### src/rtl/uart_rx_fifo_pkg.sv
// Shared definitions for the UART receive FIFO peripheral: register map,
// STATUS layout, empty-read sentinel and receiver state encodings.
package uart_rx_fifo_pkg;

    localparam logic [3:0] ADDR_DATA   = 4'h0;
    localparam logic [3:0] ADDR_STATUS = 4'h4;
    localparam logic [3:0] ADDR_CTRL   = 4'h8;
    localparam logic [3:0] ADDR_THRESH = 4'hC;

    localparam int ST_AVAIL      = 0;
    localparam int ST_OVF        = 1;
    localparam int ST_CNT_LSB    = 2;
    localparam int ST_OVFCNT_LSB = 8;

    localparam logic [31:0] EMPTY_WORD = 32'hFFFF_FFFF;

    typedef enum logic [1:0] {
        RX_IDLE  = 2'd0,
        RX_START = 2'd1,
        RX_DATA  = 2'd2,
        RX_STOP  = 2'd3
    } rx_state_t;

    function automatic logic [31:0] status_word(input logic [7:0] ovf_cnt,
                                                input logic [5:0] cnt,
                                                input logic       ovf,
                                                input logic       avail);
        logic [31:0] w;
        w                      = '0;
        w[ST_AVAIL]            = avail;
        w[ST_OVF]              = ovf;
        w[ST_CNT_LSB +: 6]     = cnt;
        w[ST_OVFCNT_LSB +: 8]  = ovf_cnt;
        return w;
    endfunction

endpackage

### src/rtl/uart_rx_fifo_if.sv
// CPU memory-mapped valid/ready bus as seen by the UART receive block.
interface uart_rx_fifo_if;
    logic        valid;
    logic [3:0]  addr;
    logic [3:0]  wstrb;
    logic [31:0] wdata;
    logic [31:0] rdata;
    logic        ready;

    modport master (output valid, addr, wstrb, wdata, input rdata, ready);
    modport slave  (input valid, addr, wstrb, wdata, output rdata, ready);
endinterface

### src/rtl/uart_rx_fifo_core.sv
// Serial receiver: synchroniser, bit-period down-counter, framing FSM and
// shift register. Emits one-cycle byte_valid / frame_err pulses.
//
// state    | meaning
// RX_IDLE  | line idle, waiting for a low level
// RX_START | counting to mid start bit; high there means glitch
// RX_DATA  | sampling 8 data bits LSB first, one per bit period
// RX_STOP  | sampling stop bit; on framing error wait for line high
module uart_rx_core
    import uart_rx_fifo_pkg::*;
#(
    parameter int DIV = 217
) (
    input  logic       clk,
    input  logic       rst,
    input  logic       rx_in,
    output logic       byte_valid,
    output logic [7:0] rx_byte,
    output logic       frame_err
);

    localparam int HALF = DIV / 2;
    localparam int CW   = (DIV > 2) ? $clog2(DIV) : 1;

    logic [1:0]    sync_q;
    logic          rx_s;
    rx_state_t     state_q, state_d;
    logic [CW-1:0] cnt_q, cnt_d;
    logic [7:0]    shift_q, shift_d;
    logic [2:0]    bit_q, bit_d;
    logic          err_q, err_d;
    logic          bv_d, fe_d;

    assign rx_s    = sync_q[1];
    assign rx_byte = shift_q;

    always_ff @(posedge clk) begin
        if (rst) begin
            sync_q     <= 2'b11;
            state_q    <= RX_IDLE;
            cnt_q      <= '0;
            shift_q    <= '0;
            bit_q      <= '0;
            err_q      <= 1'b0;
            byte_valid <= 1'b0;
            frame_err  <= 1'b0;
        end else begin
            sync_q     <= {sync_q[0], rx_in};
            state_q    <= state_d;
            cnt_q      <= cnt_d;
            shift_q    <= shift_d;
            bit_q      <= bit_d;
            err_q      <= err_d;
            byte_valid <= bv_d;
            frame_err  <= fe_d;
        end
    end

    always_comb begin
        state_d = state_q;
        cnt_d   = cnt_q;
        shift_d = shift_q;
        bit_d   = bit_q;
        err_d   = err_q;
        bv_d    = 1'b0;
        fe_d    = 1'b0;
        case (state_q)
            RX_IDLE: begin
                err_d = 1'b0;
                if (!rx_s) begin
                    state_d = RX_START;
                    cnt_d   = CW'(HALF - 1);
                end
            end
            RX_START: begin
                if (cnt_q == '0) begin
                    if (!rx_s) begin
                        state_d = RX_DATA;
                        cnt_d   = CW'(DIV - 1);
                        bit_d   = 3'd0;
                    end else begin
                        state_d = RX_IDLE;
                    end
                end else begin
                    cnt_d = cnt_q - 1'b1;
                end
            end
            RX_DATA: begin
                if (cnt_q == '0) begin
                    shift_d = {rx_s, shift_q[7:1]};
                    cnt_d   = CW'(DIV - 1);
                    if (bit_q == 3'd7) state_d = RX_STOP;
                    else               bit_d   = bit_q + 3'd1;
                end else begin
                    cnt_d = cnt_q - 1'b1;
                end
            end
            RX_STOP: begin
                // After a bad stop bit, hold here so a long break is not
                // mistaken for a new start bit.
                if (err_q) begin
                    if (rx_s) state_d = RX_IDLE;
                end else if (cnt_q == '0) begin
                    if (rx_s) begin
                        bv_d    = 1'b1;
                        state_d = RX_IDLE;
                    end else begin
                        fe_d  = 1'b1;
                        err_d = 1'b1;
                    end
                end else begin
                    cnt_d = cnt_q - 1'b1;
                end
            end
            default: state_d = RX_IDLE;
        endcase
    end

endmodule

### src/rtl/uart_rx_fifo.sv
// UART receive peripheral: receiver core, byte FIFO and register file on the
// cpu_mem bus. UART_RX_FIFO_IRQ_EN enables the threshold interrupt.
module uart_rx_fifo
    import uart_rx_fifo_pkg::*;
#(
    parameter int SYSTEM_CLK = 25_000_000,
    parameter int BAUDRATE   = 115200,
    parameter int DEPTH_LOG2 = 4
) (
    input  logic           clk,
    input  logic           rst,
    input  logic           rx_in,
    uart_rx_fifo_if.slave  bus,
    output logic           irq
);

    localparam int DIV   = SYSTEM_CLK / BAUDRATE;
    localparam int DEPTH = 1 << DEPTH_LOG2;
    localparam int PW    = DEPTH_LOG2 + 1;

    logic          byte_valid, frame_err;
    logic [7:0]    rx_byte;
    logic [7:0]    mem [DEPTH];
    logic [PW-1:0] wptr, rptr, count;
    logic [5:0]    count6;
    logic          full, empty;
    logic          acc, is_wr, pop, push, drop, flush, clr;
    logic          ovf_q;
    logic [7:0]    ovf_cnt;
    logic [31:0]   rd_word;
    logic          rx_ok;

    uart_rx_core #(.DIV(DIV)) u_core (
        .clk        (clk),
        .rst        (rst),
        .rx_in      (rx_in),
        .byte_valid (byte_valid),
        .rx_byte    (rx_byte),
        .frame_err  (frame_err)
    );

    assign count  = wptr - rptr;
    assign count6 = 6'(count);
    assign full   = (count == PW'(DEPTH));
    assign empty  = (count == '0);

    assign acc   = bus.valid && !bus.ready;
    assign is_wr = |bus.wstrb;
    assign pop   = acc && !is_wr && (bus.addr == ADDR_DATA) && !empty;
    assign flush = acc && is_wr && (bus.addr == ADDR_CTRL) && bus.wdata[0];
    assign clr   = acc && is_wr && (bus.addr == ADDR_CTRL) && bus.wdata[1];

    // A pop in the same cycle frees a slot, so a full FIFO still accepts.
    assign rx_ok = byte_valid && !frame_err;
    assign push  = rx_ok && (!full || pop);
    assign drop  = rx_ok && full && !pop;

    always_ff @(posedge clk) begin
        if (push) mem[wptr[DEPTH_LOG2-1:0]] <= rx_byte;
    end

    always_ff @(posedge clk) begin
        if (rst) begin
            wptr <= '0;
            rptr <= '0;
        end else begin
            if (push) wptr <= wptr + 1'b1;
            if (flush)    rptr <= wptr;
            else if (pop) rptr <= rptr + 1'b1;
        end
    end

    always_ff @(posedge clk) begin
        if (rst || clr) begin
            ovf_q   <= 1'b0;
            ovf_cnt <= '0;
        end else if (drop) begin
            ovf_q <= 1'b1;
            if (ovf_cnt != 8'hFF) ovf_cnt <= ovf_cnt + 8'd1;
        end
    end

`ifdef UART_RX_FIFO_IRQ_EN
    logic [5:0] thresh;

    always_ff @(posedge clk) begin
        if (rst) begin
            thresh <= 6'd1;
            irq    <= 1'b0;
        end else begin
            if (acc && is_wr && (bus.addr == ADDR_THRESH)) thresh <= bus.wdata[5:0];
            irq <= (count6 >= thresh) && (thresh != 6'd0);
        end
    end
`else
    assign irq = 1'b0;
`endif

    always_comb begin
        rd_word = '0;
        if (!is_wr) begin
            case (bus.addr)
                ADDR_DATA:   rd_word = empty ? EMPTY_WORD
                                             : {24'b0, mem[rptr[DEPTH_LOG2-1:0]]};
                ADDR_STATUS: rd_word = status_word(ovf_cnt, count6, ovf_q, !empty);
`ifdef UART_RX_FIFO_IRQ_EN
                ADDR_THRESH: rd_word = {26'b0, thresh};
`endif
                default:     rd_word = '0;
            endcase
        end
    end

    always_ff @(posedge clk) begin
        if (rst) begin
            bus.ready <= 1'b0;
            bus.rdata <= '0;
        end else begin
            bus.ready <= acc;
            bus.rdata <= acc ? rd_word : 32'b0;
        end
    end

endmodule

### src/flat_wrapper.sv
// flat-port wrapper written by rule: the top's interface ports become plain ports
module uart_rx_fifo_flat import uart_rx_fifo_pkg::*;
#(
    parameter int SYSTEM_CLK = 25_000_000,
    parameter int BAUDRATE   = 115200,
    parameter int DEPTH_LOG2 = 4
)
  (clk, rst, rx_in, irq, bus_valid, bus_addr, bus_wstrb, bus_wdata, bus_rdata, bus_ready);
  uart_rx_fifo_if bus_i ();
  input  logic clk;
  input  logic rst;
  input  logic rx_in;
  output logic irq;
  input wire logic [$bits(bus_i.valid)-1:0] bus_valid;
  input wire logic [$bits(bus_i.addr)-1:0] bus_addr;
  input wire logic [$bits(bus_i.wstrb)-1:0] bus_wstrb;
  input wire logic [$bits(bus_i.wdata)-1:0] bus_wdata;
  output wire logic [$bits(bus_i.rdata)-1:0] bus_rdata;
  output wire logic [$bits(bus_i.ready)-1:0] bus_ready;
  assign bus_i.valid = bus_valid;
  assign bus_i.addr = bus_addr;
  assign bus_i.wstrb = bus_wstrb;
  assign bus_i.wdata = bus_wdata;
  assign bus_rdata = bus_i.rdata;
  assign bus_ready = bus_i.ready;
  uart_rx_fifo #(.SYSTEM_CLK(SYSTEM_CLK), .BAUDRATE(BAUDRATE), .DEPTH_LOG2(DEPTH_LOG2)) u_core (.clk(clk), .rst(rst), .rx_in(rx_in), .bus(bus_i), .irq(irq));
endmodule
### config.mk
export PLATFORM = sky130hd
export DESIGN_NAME = uart_rx_fifo_flat
export DESIGN_NICKNAME = d
export VERILOG_FILES = /design/src/rtl/uart_rx_fifo_pkg.sv /design/src/rtl/uart_rx_fifo_if.sv /design/src/rtl/uart_rx_fifo_core.sv /design/src/rtl/uart_rx_fifo.sv /design/src/flat_wrapper.sv
export SDC_FILE = /design/constraint.sdc
export NUM_CORES = 1
export LEC_CHECK = 0
export ABC_CLOCK_PERIOD_IN_PS = 3000
export CORE_MARGIN = 3
export CORE_UTILIZATION = 45
export DETAILED_ROUTE_END_ITERATION = 6
export MAX_ROUTING_LAYER = met4
export PLACE_DENSITY = 0.72
export SETUP_SLACK_MARGIN = 0.05
export SYNTH_ARGS = -nofsm -noshare
export SYNTH_HDL_FRONTEND = slang
export SYNTH_SLANG_ARGS = --single-unit
export TNS_END_PERCENT = 20
### constraint.sdc
create_clock -name clk -period 3 [get_ports clk]
set_input_delay 0.45 -clock clk [delete_from_list [all_inputs] [get_ports clk]]
set_output_delay 0.45 -clock clk [all_outputs]
set_load 0.02 [all_outputs]
==> impl_results.md, run 1 <==
* Status: completed
* Initial Util at 46.7%
* DRT Wirelength at 16500 um
* TritonCTS clock tree: built
* Hold_ws at 0.418 ns
* Final setup violating endpoints at 0
* Pre-Repair DR Iteration Count at 5
* Post-synthesis compound-gate area fraction at 6.90%
* Multiplexer share of the synthesized area at 11.5%
* Max Cap Viol at 0
* Area contributors post-synth: edfxtp_1 47%, dfxtp_1 16%, mux4_2 11%
* Cell Area, Synth at 0.00822 mm^2
* Worst Setup Path Type: flip-flop to flip-flop
* Warnings, synthesis at 0
* Critical Path Sink Type: flip-flop
* CTS Buf Count at 17
* Number of library cell types mapped by synthesis at 64
* Sequential share of the synthesized area at 63.1%
* WHS Path Cells at 1
* Remaining DRCs at 0
* Simple-Gate Fraction of Synth Area at 9.85%
* Initial antenna violation count at 0
* Die X at 141 um
* WP depth at 10
* Area share of the largest cell type after synthesis at 46.8%
* First-pass GRT wire length at 26600 um
* Clock Path Buffers at 2
* Min-Delay Path Class: flip-flop to flip-flop
* Largest family of logic cells by synthesized area: multiplexers
* Post-synthesis adder-cell area fraction at 3.14%
* Fin crit period at 2.78 ns
* Final Skew at 0.00706 ns
* FF-to-FF setup slack at 0.22 ns
* PortBufs at 46
* Gr ovfl total at 0
* Area leader, netlist: edfxtp_1
* Number of synthesized flops with an enable pin at 128
* DP HPWL at 11500 um
* Critical path startpoint category: flip-flop
* Reg2reg path depth at 10
* Clock sink total at 195
* Vias post-DR at 4888
* Rel. slew slack at 48.4%
* Worst reg2reg path startpoint: u_core.wptr[0]
* GRT Util Overall at 17.9%
* Die ar. at 0.0199 mm^2
* Routability Congestion at 0.869
* Post-synthesis async set-or-reset flop share at 0%
* Worst-path clk slew at 0.07 ns
* Synth Area in XOR/XNOR at 1.92%
* Most frequent CP cell: inv_1
* Largest delay share family, worst path: compound AO/OA/AOI/OAI gates
* Worst path max stage delay at 0.45 ns
* P&R area growth vs syn at 17.5%
* P per Cell Area at 552 mW/mm^2
* Worst EP required at 3.19 ns
* Max IR drop VDD at 0.484 mV
* Hold EP: u_core.u_core.sync_q[1]
* Nets at 698
* Buf/Inv on CP at 3
* Setup TNS at 0 ns
* Slowest CP cell: fa_1
* Max Clk Rate at 360 MHz
* Top_reg_cell synth: edfxtp_1
* Worst-margin pin slew at 0.773 ns
* Leak at 3.34 nW
* FP Rows at 48
* Vias per std cell at 5.61
* Ant. Diodes at 0
* Cell count after synthesis at 571
* Register bit total from synthesis at 195
* Top-count cell post-synth: edfxtp_1
* Final hold viol count at 0
* Worst-path cell chain: inv_1 -> ha_1 -> inv_1 -> fa_1 -> xor2_1 -> a211o_1 -> a211oi_4 -> and2_1 -> nor3_1 -> buf_4
* Syn_area_per_cell at 14.4 um^2
* Post-place setup slack at -0.0618 ns
* Worst setup margin at 0.224 ns
* CP Data Arrival Time at 2.96 ns
* Critical path fanouts, max at 8
* Synthesized net count at 635
* RSZ-0062 raised after global routing: no
* Final core utilization at 54.9%
* Vias in the first global route at 5011
* Wire per inst at 18.9 um
* Largest net degree at the start of global routing at 39
* H-tree depth at 4
* Total power at 5.33 mW
* Placed Instances at 838
* Top Ports at 78
* Final cell count without fillers at 872
* Initial drt markers at 434
* Antenna-violating nets left at 0
* Design area at 0.00966 mm^2
* Worst-skew pair later-pin latency at 0.43 ns
* Die Y at 141 um
* Area post-placement at 0.00906 mm^2
* CTS root buf: clkbuf_16
* Layout cell share with drive strength beyond 1 at 20.9%
* Tcrit/Tclk final at 92.5%
* Reg-to-reg endpoint: u_core.mem[7][3]
* CTS Hold Bufs at 0
* Post-synth top cells: 128 x edfxtp_1, 67 x dfxtp_1, 45 x nor2_1
* Hold path startpoint: u_core.u_core.sync_q[0]
* CORE AREA at 0.0176 mm^2
* Final slew viol count at 0
flip-flops by register name, summed over array words and instances, names as in the netlist, 2 cells and up, named ones only:
signal / cells
u_core.bus.rdata: 17
u_core.u_core.sync_q: 2
u_core.mem: 128
u_core.rptr: 5
u_core.u_core.bit_q: 3
u_core.u_core.rx_byte: 8
u_core.wptr: 5
u_core.ovf_cnt: 8
u_core.u_core.cnt_q: 8
routing by layer:
metal	share of wire [%]	track usage (%)
met5	0	-
met4	1.9	6.53
met3	5.4	3.63
met2	52	28.6
met1	41	22.7
report_power, final:
group | internal (mW) | total, mW | switching, mW | leakage (nW)
clock network | 1.13 | 2.14 | 1.01 | 0.283
logic | 0.121 | 0.318 | 0.197 | 1.33
registers | 2.85 | 2.87 | 0.0218 | 1.73
total | 4.10 | 5.33 | 1.23 | 3.34
cell usage in the layout (no fill, tap or decap), types with 4 or more instances in the layout:
| cell type | n |
|---|---|
| xor2_1 | 11 |
| a221o_1 | 4 |
| a21oi_1 | 28 |
| clkbuf_16 | 18 |
| nand4_1 | 5 |
| nand2b_1 | 5 |
| nand2_1 | 29 |
| nor2_1 | 45 |
| buf_4 | 38 |
| xnor2_1 | 7 |
| a21o_1 | 9 |
| mux4_2 | 40 |
| o21a_1 | 4 |
| clkdlybuf4s50_1 | 46 |
| dfxtp_1 | 65 |
| a211oi_1 | 6 |
| ha_1 | 19 |
| inv_1 | 13 |
| nand3_1 | 17 |
| edfxtp_1 | 128 |
| nor3_1 | 19 |
| o21ai_0 | 8 |
worst max-delay path by stage:
stage | from | end | slack [ns]
6_report | u_core.wptr[0] | u_core.mem[7][3] | 0.22
4_1_cts | u_core.rptr[0] | u_core.mem[14][2] | 0.07
5_1_grt | u_core.wptr[0] | u_core.mem[11][3] | 0.08
3_5_place_dp | bus_addr[1] | u_core.mem[0][7] | -0.06
3_3_place_gp | bus_addr[1] | u_core.mem[0][7] | -0.05
2_1_floorplan | u_core.wptr[0] | u_core.mem[7][0] | 0.06
kinds of logic (layout without fill, tap and decap cells):
logic type / after synthesis / after routing
muxes: 44 / 44
adders and majority gates: 20 / 20
and+or+nand+nor: 156 / 156
AOI/OAI and AO/OA: 81 / 81
other: 1 / 1
DFF: 195 / 195
xor gates and xnor gates: 18 / 18
buffers and inverters: 56 / 132
repair_timing:
item / 4_1_cts / 5_1_grt
cloned: 0 / 0
buffers inserted: 0 / 2
pin swaps: 0 / 4
resized for setup: 1 / 4
endpoints found under the setup margin: 23 / 136
cell type report:
type	count	area [um^2]
fillers	1369	7940
flip-flops and latches	195	5190
multi-input cells	320	2770
repair buffers	87	806
clock buffers	18	450
well taps	225	282
clock inverters	14	114
inverters	13	48.8
(Power assumes the default switching activity.)
==> inputs of run 2 (changes only) <==
Settings changed: ABC_CLOCK_PERIOD_IN_PS 3000 to default, CTS_BUF_LIST from default to sky130_fd_sc_hd__clkbuf_4.
==> impl_results.md, run 2 (synthesis results as in run 1) <==
* CORE AREA at 0.0176 mm^2
* Initial drt markers at 433
* Most frequent cells in the layout: 128 x edfxtp_1, 65 x dfxtp_1, 46 x clkdlybuf4s50_1
* Antenna-violating nets left at 0
* GRT Util Overall at 17.6%
* Vias in the first global route at 4944
* Initial antenna violation count at 0
* FP Rows at 48
* Final core utilization at 53.2%
* Clock Path Buffers at 2
* P&R area growth vs syn at 14.0%
* H-tree depth at 4
* Fin crit period at 2.78 ns
* Gr ovfl total at 0
* Critical Path Sink Type: flip-flop
* Initial Util at 46.7%
* PortBufs at 46
* Worst EP required at 3.35 ns
* Remaining DRCs at 0
* CTS Hold Bufs at 0
* Final Skew at 0.0199 ns
* Largest net degree at the start of global routing at 39
* Worst path max stage delay at 0.45 ns
* Pre-Repair DR Iteration Count at 7
* Top Ports at 78
* Die Y at 141 um
* Setup TNS at 0 ns
* P per Cell Area at 483 mW/mm^2
* Final setup violating endpoints at 0
* Max IR drop VDD at 0.249 mV
* CTS root buf: clkbuf_4
* Fillers at 1407
* First-pass GRT wire length at 26300 um
* Max reg flops at 128
* Wire per inst at 18.7 um
* Area of the multi-input gates at 0.00277 mm^2
* Worst-path clk slew at 0.16 ns
* Leak at 3.21 nW
* Final slew viol count at 0
* Worst Setup Path Type: flip-flop to flip-flop
* Die X at 141 um
* Hold_ws at 0.406 ns
* DP HPWL at 11500 um
* Largest delay share family, worst path: compound AO/OA/AOI/OAI gates
* Buf/Inv on CP at 2
* CP Data Arrival Time at 3.13 ns
* TritonCTS clock tree: built
* Critical path startpoint category: flip-flop
* RSZ-0062 raised after global routing: no
* Tcrit/Tclk final at 92.7%
* Layout cell share with drive strength beyond 1 at 20.9%
* Ant. Diodes at 0
* Final hold viol count at 0
* Max Cap Viol at 0
* Commonest non-fill, non-tap cell in the layout: edfxtp_1
* Vias per std cell at 5.65
* Clock sink total at 195
* Vias post-DR at 4925
* Rel. slew slack at 47.8%
* Min-Delay Path Class: input pin to flip-flop
* Die ar. at 0.0199 mm^2
* CTS Buf Count at 17
* DRT Wirelength at 16300 um
* Slowest CP cell: fa_1
* Worst-path cell chain: ha_1 -> inv_1 -> fa_1 -> xor2_1 -> a211o_1 -> a211oi_4 -> and2_1 -> nor3_1 -> buf_4
* Nets at 698
* Worst-margin pin slew at 0.782 ns
* Register Area at 0.00519 mm^2
* Critical path fanouts, max at 8
* Status: completed
* Worst-skew pair later-pin latency at 0.59 ns
* Routability Congestion at 0.869
* Max Clk Rate at 359 MHz
[run 2: changes by cell type in the layout (fill, tap and decap cells not counted)]
cell / previous run / this run
clkbuf_4: 0 / 17
clkbuf_16: 18 / 0
bufinv_16: 0 / 1
[run 2: cell type report]
| class | count | area share [%] |
|---|---|---|
| repair buffers | 87 | 8.61 |
| clock inverters | 15 | 1.54 |
| inverters | 13 | 0.521 |
| clock buffers | 17 | 1.36 |
| flip-flops and latches | 195 | 55.4 |
| multi-input cells | 320 | 29.6 |
| well taps | 225 | 3.01 |
[run 2: final timing paths]
path | endpoint | cells after the start | slack [ns] | from
max | u_core.mem[7][6] | 9 | 0.22 | u_core.rptr[0]
min | u_core.u_core.sync_q[0] | 2 | 0.41 | rx_in
max reg2reg | u_core.mem[7][6] | 9 | 0.22 | u_core.rptr[0]
min reg2reg | u_core.u_core.sync_q[1] | 1 | 0.44 | u_core.u_core.sync_q[0]
[run 2: worst register-to-register path, cell delays in order, from the launching register on]
cell	delay, ns
dfxtp_2	0.42
ha_1	0.17
inv_1	0.06
fa_1	0.45
xor2_1	0.19
a211o_1	0.32
a211oi_4	0.39
and2_1	0.27
nor3_1	0.09
buf_4	0.19
[run 2: where the power goes]
group	leakage [nW]	internal, mW	switching, mW
clock	0.153	0.435	0.904
sequential	1.73	2.85	0.0223
combinational	1.33	0.121	0.197
[run 2: metrics by stage]
step / instance area, um^2 / power [mW] / setup slack, ns / instances
after global routing: 9360 / 4.72 / 0.0657 / 872
after CTS: 9340 / 4.56 / 0.0600 / 870
after detailed placement: 9060 / 3.24 / -0.0618 / 838
after floorplan: 8220 / 3.15 / 0.0612 / 571
final: 9360 / 4.52 / 0.218 / 872
after global placement: 9060 / 3.22 / -0.0470 / 838
[run 2: metal layers]
metal | track usage (%) | wire (um)
met4 | 5.10 | 241
met2 | 28.5 | 8320
met1 | 22.6 | 6890
met3 | 3.90 | 877
met5 | - | 0
[run 2: what timing repair did]
action	in CTS	in global routing
pin swaps	0	5
resized for setup	1	4
endpoints found under the setup margin	90	138
buffers inserted	0	2
